===== src/rtl/hdu_pkg.sv =====
// rtl/hdu_pkg.sv - shared types and constants for the hazard detection unit
package hdu_pkg;

    typedef enum logic [1:0] {
        RUN      = 2'd0,
        LOAD_USE = 2'd1,
        MEM_WAIT = 2'd2
    } hdu_state_e;

    localparam logic [4:0] REG_ZERO   = 5'd0;
    localparam int         WAIT_W_DEF = 4;
    localparam int         CNT_W_DEF  = 16;

    function automatic logic src_match(input logic use_rs, input logic [4:0] rs, input logic [4:0] rd);
        return use_rs && (rs == rd);
    endfunction

endpackage


===== src/rtl/hazard_detection_unit_if.sv =====
// rtl/hazard_detection_unit_if.sv - pipeline-side hazard inputs and stall/flush controls
interface hazard_detection_unit_if #(
    parameter int CNT_W = hdu_pkg::CNT_W_DEF
);
    logic [4:0]       register_addr1_ID;
    logic [4:0]       register_addr2_ID;
    logic             use_rs1_ID;
    logic             use_rs2_ID;
    logic [4:0]       register_rd_IDEX;
    logic             mem_read_IDEX;
    logic             branch_taken_EX;
    logic             mem_req_EXMEM;
    logic             mem_ready;
    logic             pc_write;
    logic             ifid_write;
    logic             ifid_flush;
    logic             idex_bubble;
    logic             pipe_freeze;
    logic [CNT_W-1:0] stall_count;
    logic             timeout_err;

    // Pipeline side: supplies hazard sources, consumes enables.
    modport master (
        output register_addr1_ID, register_addr2_ID, use_rs1_ID, use_rs2_ID,
               register_rd_IDEX, mem_read_IDEX, branch_taken_EX, mem_req_EXMEM, mem_ready,
        input  pc_write, ifid_write, ifid_flush, idex_bubble, pipe_freeze,
               stall_count, timeout_err
    );

    modport slave (
        input  register_addr1_ID, register_addr2_ID, use_rs1_ID, use_rs2_ID,
               register_rd_IDEX, mem_read_IDEX, branch_taken_EX, mem_req_EXMEM, mem_ready,
        output pc_write, ifid_write, ifid_flush, idex_bubble, pipe_freeze,
               stall_count, timeout_err
    );

endinterface


===== src/rtl/load_use_detect.sv =====
// rtl/load_use_detect.sv - combinational load-use RAW comparator
module load_use_detect
    import hdu_pkg::*;
(
    input  logic [4:0] rs1,
    input  logic [4:0] rs2,
    input  logic       use_rs1,
    input  logic       use_rs2,
    input  logic [4:0] rd,
    input  logic       mem_read,
    output logic       lu
);

    // x0 is hardwired zero, so a load targeting it never creates a dependency.
    assign lu = mem_read && (rd != REG_ZERO) &&
                (src_match(use_rs1, rs1, rd) || src_match(use_rs2, rs2, rd));

endmodule


===== src/rtl/hazard_detection_unit.sv =====
// rtl/hazard_detection_unit.sv - stall/flush controller for load-use, memory wait and taken branches
module hazard_detection_unit
    import hdu_pkg::*;
#(
    parameter int WAIT_W = WAIT_W_DEF,
    parameter int CNT_W  = CNT_W_DEF
) (
    input  logic                    clk,
    input  logic                    arst_n,
    hazard_detection_unit_if.slave  hz
);

    localparam logic [WAIT_W-1:0] WAIT_MAX = '1;
    localparam logic [CNT_W-1:0]  CNT_MAX  = '1;

    hdu_state_e        state, state_next;
    logic [WAIT_W-1:0] wait_cnt, wait_cnt_next;
    logic [CNT_W-1:0]  stall_cnt;
    logic              timeout_q;

    logic lu, ms;
    logic pc_write, ifid_write, ifid_flush, idex_bubble, pipe_freeze;
    logic wait_inc, wait_clr;

    load_use_detect u_lud (
        .rs1      (hz.register_addr1_ID),
        .rs2      (hz.register_addr2_ID),
        .use_rs1  (hz.use_rs1_ID),
        .use_rs2  (hz.use_rs2_ID),
        .rd       (hz.register_rd_IDEX),
        .mem_read (hz.mem_read_IDEX),
        .lu       (lu)
    );

    assign ms = hz.mem_req_EXMEM && !hz.mem_ready;

    always_comb begin
        state_next  = state;
        pc_write    = 1'b1;
        ifid_write  = 1'b1;
        ifid_flush  = 1'b0;
        idex_bubble = 1'b0;
        pipe_freeze = 1'b0;
        wait_inc    = 1'b0;
        wait_clr    = 1'b0;
        case (state)
            RUN, LOAD_USE: begin
                if (ms) begin
                    pc_write    = 1'b0;
                    ifid_write  = 1'b0;
                    pipe_freeze = 1'b1;
                    state_next  = MEM_WAIT;
                end else if (hz.branch_taken_EX) begin
                    // ID holds a wrong-path instruction, so any load-use on it is moot.
                    ifid_flush  = 1'b1;
                    idex_bubble = 1'b1;
                    state_next  = RUN;
                end else if (lu && (state == RUN)) begin
                    pc_write    = 1'b0;
                    ifid_write  = 1'b0;
                    idex_bubble = 1'b1;
                    state_next  = LOAD_USE;
                end else begin
                    state_next  = RUN;
                end
            end
            MEM_WAIT: begin
                // EX is frozen here; a taken branch is picked up again once back in RUN.
                if (!hz.mem_ready) begin
                    pc_write    = 1'b0;
                    ifid_write  = 1'b0;
                    pipe_freeze = 1'b1;
                    wait_inc    = 1'b1;
                end else begin
                    wait_clr    = 1'b1;
                    state_next  = RUN;
                end
            end
            default: state_next = RUN;
        endcase
    end

    always_comb begin
        wait_cnt_next = wait_cnt;
        if (wait_clr) begin
            wait_cnt_next = '0;
        end else if (wait_inc && (wait_cnt != WAIT_MAX)) begin
            wait_cnt_next = wait_cnt + 1'b1;
        end
    end

    always_ff @(posedge clk or negedge arst_n) begin
        if (!arst_n) begin
            state     <= RUN;
            wait_cnt  <= '0;
            stall_cnt <= '0;
            timeout_q <= 1'b0;
        end else begin
            state    <= state_next;
            wait_cnt <= wait_cnt_next;
            if (!pc_write && (stall_cnt != CNT_MAX)) begin
                stall_cnt <= stall_cnt + 1'b1;
            end
            // Sticky: the FSM keeps waiting, software sees the error until reset.
            if (wait_cnt_next == WAIT_MAX) begin
                timeout_q <= 1'b1;
            end
        end
    end

    assign hz.pc_write    = pc_write;
    assign hz.ifid_write  = ifid_write;
    assign hz.ifid_flush  = ifid_flush;
    assign hz.idex_bubble = idex_bubble;
    assign hz.pipe_freeze = pipe_freeze;
    assign hz.stall_count = stall_cnt;
    assign hz.timeout_err = timeout_q;

endmodule


===== src/flat_wrapper.sv =====
// flat-port wrapper written by rule: the top's interface ports become plain ports
module hazard_detection_unit_flat import hdu_pkg::*;
#(
    parameter int WAIT_W = WAIT_W_DEF,
    parameter int CNT_W  = CNT_W_DEF
)
  (clk, arst_n, hz_register_addr1_ID, hz_register_addr2_ID, hz_use_rs1_ID, hz_use_rs2_ID, hz_register_rd_IDEX, hz_mem_read_IDEX, hz_branch_taken_EX, hz_mem_req_EXMEM, hz_mem_ready, hz_pc_write, hz_ifid_write, hz_ifid_flush, hz_idex_bubble, hz_pipe_freeze, hz_stall_count, hz_timeout_err);
  hazard_detection_unit_if #(.CNT_W(CNT_W)) hz_i ();
  input  logic clk;
  input  logic arst_n;
  input wire logic [$bits(hz_i.register_addr1_ID)-1:0] hz_register_addr1_ID;
  input wire logic [$bits(hz_i.register_addr2_ID)-1:0] hz_register_addr2_ID;
  input wire logic [$bits(hz_i.use_rs1_ID)-1:0] hz_use_rs1_ID;
  input wire logic [$bits(hz_i.use_rs2_ID)-1:0] hz_use_rs2_ID;
  input wire logic [$bits(hz_i.register_rd_IDEX)-1:0] hz_register_rd_IDEX;
  input wire logic [$bits(hz_i.mem_read_IDEX)-1:0] hz_mem_read_IDEX;
  input wire logic [$bits(hz_i.branch_taken_EX)-1:0] hz_branch_taken_EX;
  input wire logic [$bits(hz_i.mem_req_EXMEM)-1:0] hz_mem_req_EXMEM;
  input wire logic [$bits(hz_i.mem_ready)-1:0] hz_mem_ready;
  output wire logic [$bits(hz_i.pc_write)-1:0] hz_pc_write;
  output wire logic [$bits(hz_i.ifid_write)-1:0] hz_ifid_write;
  output wire logic [$bits(hz_i.ifid_flush)-1:0] hz_ifid_flush;
  output wire logic [$bits(hz_i.idex_bubble)-1:0] hz_idex_bubble;
  output wire logic [$bits(hz_i.pipe_freeze)-1:0] hz_pipe_freeze;
  output wire logic [$bits(hz_i.stall_count)-1:0] hz_stall_count;
  output wire logic [$bits(hz_i.timeout_err)-1:0] hz_timeout_err;
  assign hz_i.register_addr1_ID = hz_register_addr1_ID;
  assign hz_i.register_addr2_ID = hz_register_addr2_ID;
  assign hz_i.use_rs1_ID = hz_use_rs1_ID;
  assign hz_i.use_rs2_ID = hz_use_rs2_ID;
  assign hz_i.register_rd_IDEX = hz_register_rd_IDEX;
  assign hz_i.mem_read_IDEX = hz_mem_read_IDEX;
  assign hz_i.branch_taken_EX = hz_branch_taken_EX;
  assign hz_i.mem_req_EXMEM = hz_mem_req_EXMEM;
  assign hz_i.mem_ready = hz_mem_ready;
  assign hz_pc_write = hz_i.pc_write;
  assign hz_ifid_write = hz_i.ifid_write;
  assign hz_ifid_flush = hz_i.ifid_flush;
  assign hz_idex_bubble = hz_i.idex_bubble;
  assign hz_pipe_freeze = hz_i.pipe_freeze;
  assign hz_stall_count = hz_i.stall_count;
  assign hz_timeout_err = hz_i.timeout_err;
  hazard_detection_unit #(.WAIT_W(WAIT_W), .CNT_W(CNT_W)) u_core (.clk(clk), .arst_n(arst_n), .hz(hz_i));
endmodule

===== config.mk =====
export PLATFORM = sky130hd
export DESIGN_NAME = hazard_detection_unit_flat
export DESIGN_NICKNAME = d
export VERILOG_FILES = /design/src/rtl/hdu_pkg.sv /design/src/rtl/hazard_detection_unit_if.sv /design/src/rtl/load_use_detect.sv /design/src/rtl/hazard_detection_unit.sv /design/src/flat_wrapper.sv
export SDC_FILE = /design/constraint.sdc
export NUM_CORES = 1
export LEC_CHECK = 0
export CAP_MARGIN = 25
export CORE_ASPECT_RATIO = 0.6
export CORE_UTILIZATION = 38
export DETAILED_ROUTE_END_ITERATION = 12
export PLACE_DENSITY = 0.67
export SLEW_MARGIN = 20
export SYNTH_ARGS = -nofsm -noshare
export SYNTH_HDL_FRONTEND = slang
export SYNTH_SLANG_ARGS = --single-unit

===== constraint.sdc =====
create_clock -name clk -period 2.67 [get_ports clk]
set_input_delay 0.534 -clock clk [delete_from_list [all_inputs] [get_ports clk]]
set_output_delay 0.534 -clock clk [all_outputs]
set_load 0.1 [all_outputs]

==> impl_metrics.ini <==
[outcome]
outcome = finished, final reports clean

[synth]
yosys-top-cells-count = 23 x dfrtp_1, 14 x xnor2_1, 12 x xor2_1
yosysSeqAreaShare = 0.439
synth_top_area_cell = dfrtp_1
syn_nets = 156
netlist_area_sq_um = 1310
synth.most_common_cell = dfrtp_1
synth_async_sr_flop_share = 1.00
synthTopCellsByArea = dfrtp_1 44%, xnor2_1 9.3%, xor2_1 8.0%, a21oi_1 3.4%, nand3_1 3.4%
synth_top_flop_cell = dfrtp_1
postSynthCellCount = 131
avgSynthCellArea_sq_um = 10.0
yosysTopAreaCellShare = 0.439
yosys_warnings = 0
synth.distinct_cells = 32
synth-seq-cells = 23
synth_edf_count = 0

[clocking]
path_clk_slew_ps = 80
cts_buffer_depth = 2
root_buffer = clkbuf_8
cts_buffers = 3
clock_sinks = 23
htree_levels = 1
clk-insertion-delay-late_ps = 270
cts_tree = done

[floorplanning]
fp.dieW_microns = 77.9
coreArea_sq_um = 3280
start_util = 0.400
fp.dieArea_sq_um = 3700
die_h_microns = 47.5
io_pins = 45
rows = 16

[drt]
wl_microns = 3260
viasPerCell = 4.99
wl_per_cell_microns = 13.9
num_vias = 1172
ant_nets = 0
drtIter0Drc = 50
dr.pass1.iters = 4
drc_errors = 0

[grt]
overflow = 0
grt_pass1_vias = 1102
grt_max_degree = 24
track_usage = 0.186
grt_pass1_wl_microns = 5110
grt_antenna_before_repair = 0

[placement]
portBuffers = 44
dpl_worst_slack_ps = -120
dp_cells = 229
place.gp.congestion = 0.734
post-dp-hpwl_microns = 2600
dpl_cell_area_sq_um = 1920

[layout]
area_delta_synth_final_pct = 52.0
n_antenna_cell = 0
drive_above_1_share = 0.274
fin_cells = 235
fin_nets = 216
stdcell_area_sq_um = 2000

[timing]
skew_ps = 6.96
setup_viol = 0
fin_crit_sh = 0.971
finalHoldViolations = 0
rsz0062_at_grt = no
max_slew_margin = 0.752
min_period_ps = 2590
worst_pin_slew_ps = 368
fmax_mhz = 386
drv_slew = 0
post-route-worst-setup-slack_ps = 77.7

[critical_path]
r2r_cells = 9
reg2reg_slack_ps = 530
worstPathArrival_ps = 2060
crit-reg2reg-launch = u_core.state[1]
crit_type = input pin to output port
worst-endpoint-required_ps = 2140
end_kind = output port
start_kind = input pin
cp_max_fo = 3
worst_r2r_endpoint = u_core.hz.stall_count[15]

[worst_hold_path]
worst_hold_path_type = register to register
min_path_cells = 1
worstHoldStart = u_core.hz.timeout_err
whs_endpoint = u_core.hz.timeout_err

[pwr]
power_mw = 1.86
power_density_nw_per_um2 = 931
max-vdd-ir-drop_uv = 650
p_leak_nw = 0.878

[run]
cap_violations = 0
==> flip-flops by register name, summed over array words and instances (netlist names) <==
register and flops:
u_core.hz.stall_count 16, u_core.wait_cnt 4, u_core.state 2, u_core.hz.timeout_err 1
==> cells in the final DEF, fill, tap and decap left out, types with 6 or more instances in the layout <==
cell | synthesis | routed
buf_4 | 1 | 29
a21oi_1 | 9 | 7
nor2_1 | 7 | 7
clkdlybuf4s50_1 | 0 | 17
nor3_1 | 7 | 7
xor2_1 | 12 | 12
nand3_1 | 9 | 9
buf_12 | 0 | 6
inv_1 | 7 | 6
dfrtp_1 | 23 | 23
nand2_1 | 8 | 8
xnor2_1 | 14 | 13
==> cell families after synthesis <==
| family | Yosys count | synth area share |
|---|---|---|
| buffers and inverters | 9 | 0.0343 |
| AND/OR/NAND/NOR | 53 | 0.221 |
| flip-flops | 23 | 0.439 |
| AO/OA/AOI/OAI | 15 | 0.0858 |
| multiplexers | 3 | 0.0276 |
| XOR/XNOR | 26 | 0.173 |
| adder cells (fa/ha/maj) | 2 | 0.0191 |
==> worst max path at each step <==
stage / startpoint / end / slack, ps
3_5_place_dp: hz_register_rd_IDEX[0] / hz_idex_bubble / -120
5_1_grt: hz_register_addr2_ID[1] / hz_pc_write / 20
6_report: hz_register_rd_IDEX[2] / hz_ifid_write / 80
4_1_cts: hz_register_rd_IDEX[1] / hz_ifid_write / 9
3_3_place_gp: hz_register_rd_IDEX[0] / hz_idex_bubble / -90
2_1_floorplan: hz_register_rd_IDEX[0] / hz_pc_write / -60
==> per-layer routing <==
metal  track usage  share of wire  vias to the layer above
met5             0              0                        -
met4        0.0264         0.0034                        0
met3        0.0419          0.035                        3
met2         0.299           0.45                       20
met1         0.266           0.51                      569
li1              -              -                      580
==> power breakdown <==
part / internal [mW] / switching, mW
Clock: 0.107 / 0.112
Combinational: 0.276 / 0.796
Sequential: 0.442 / 0.125
==> cell type report <==
class                      instances  area (sq um)
clock buffer                       4          45.0
fill                             274          1290
inverter                           7          26.3
multi-input combinational         99           737
sequential                        23           576
tap                               45          56.3
timing repair buffer              57           556
==> per-stage QoR <==
| step | hold slack (ps) | setup TNS (ps) | utilization |
|---|---|---|---|
| after global routing | 517 | 0 | 0.608 |
| after floorplan | 238 | -62.5 | - |
| after CTS | 491 | 0 | 0.605 |
| after global placement | 461 | -345 | 0.585 |
| final | 490 | 0 | 0.608 |
| after detailed placement | 468 | -433 | 0.585 |
==> critical path, stage by stage <==
cell,delay (ps)
dlygate4sd2_1,240
or4_4,540
o211ai_2,220
inv_2,80
a31oi_4,220
buf_12,210
==> timing repair <==
action,in CTS,in global routing
pin swaps,4,4
gates resized for setup,7,1
hold buffers,0,0
setup endpoints to repair,3,3
buffers inserted,1,1
Power figures use the tool's default switching activity.
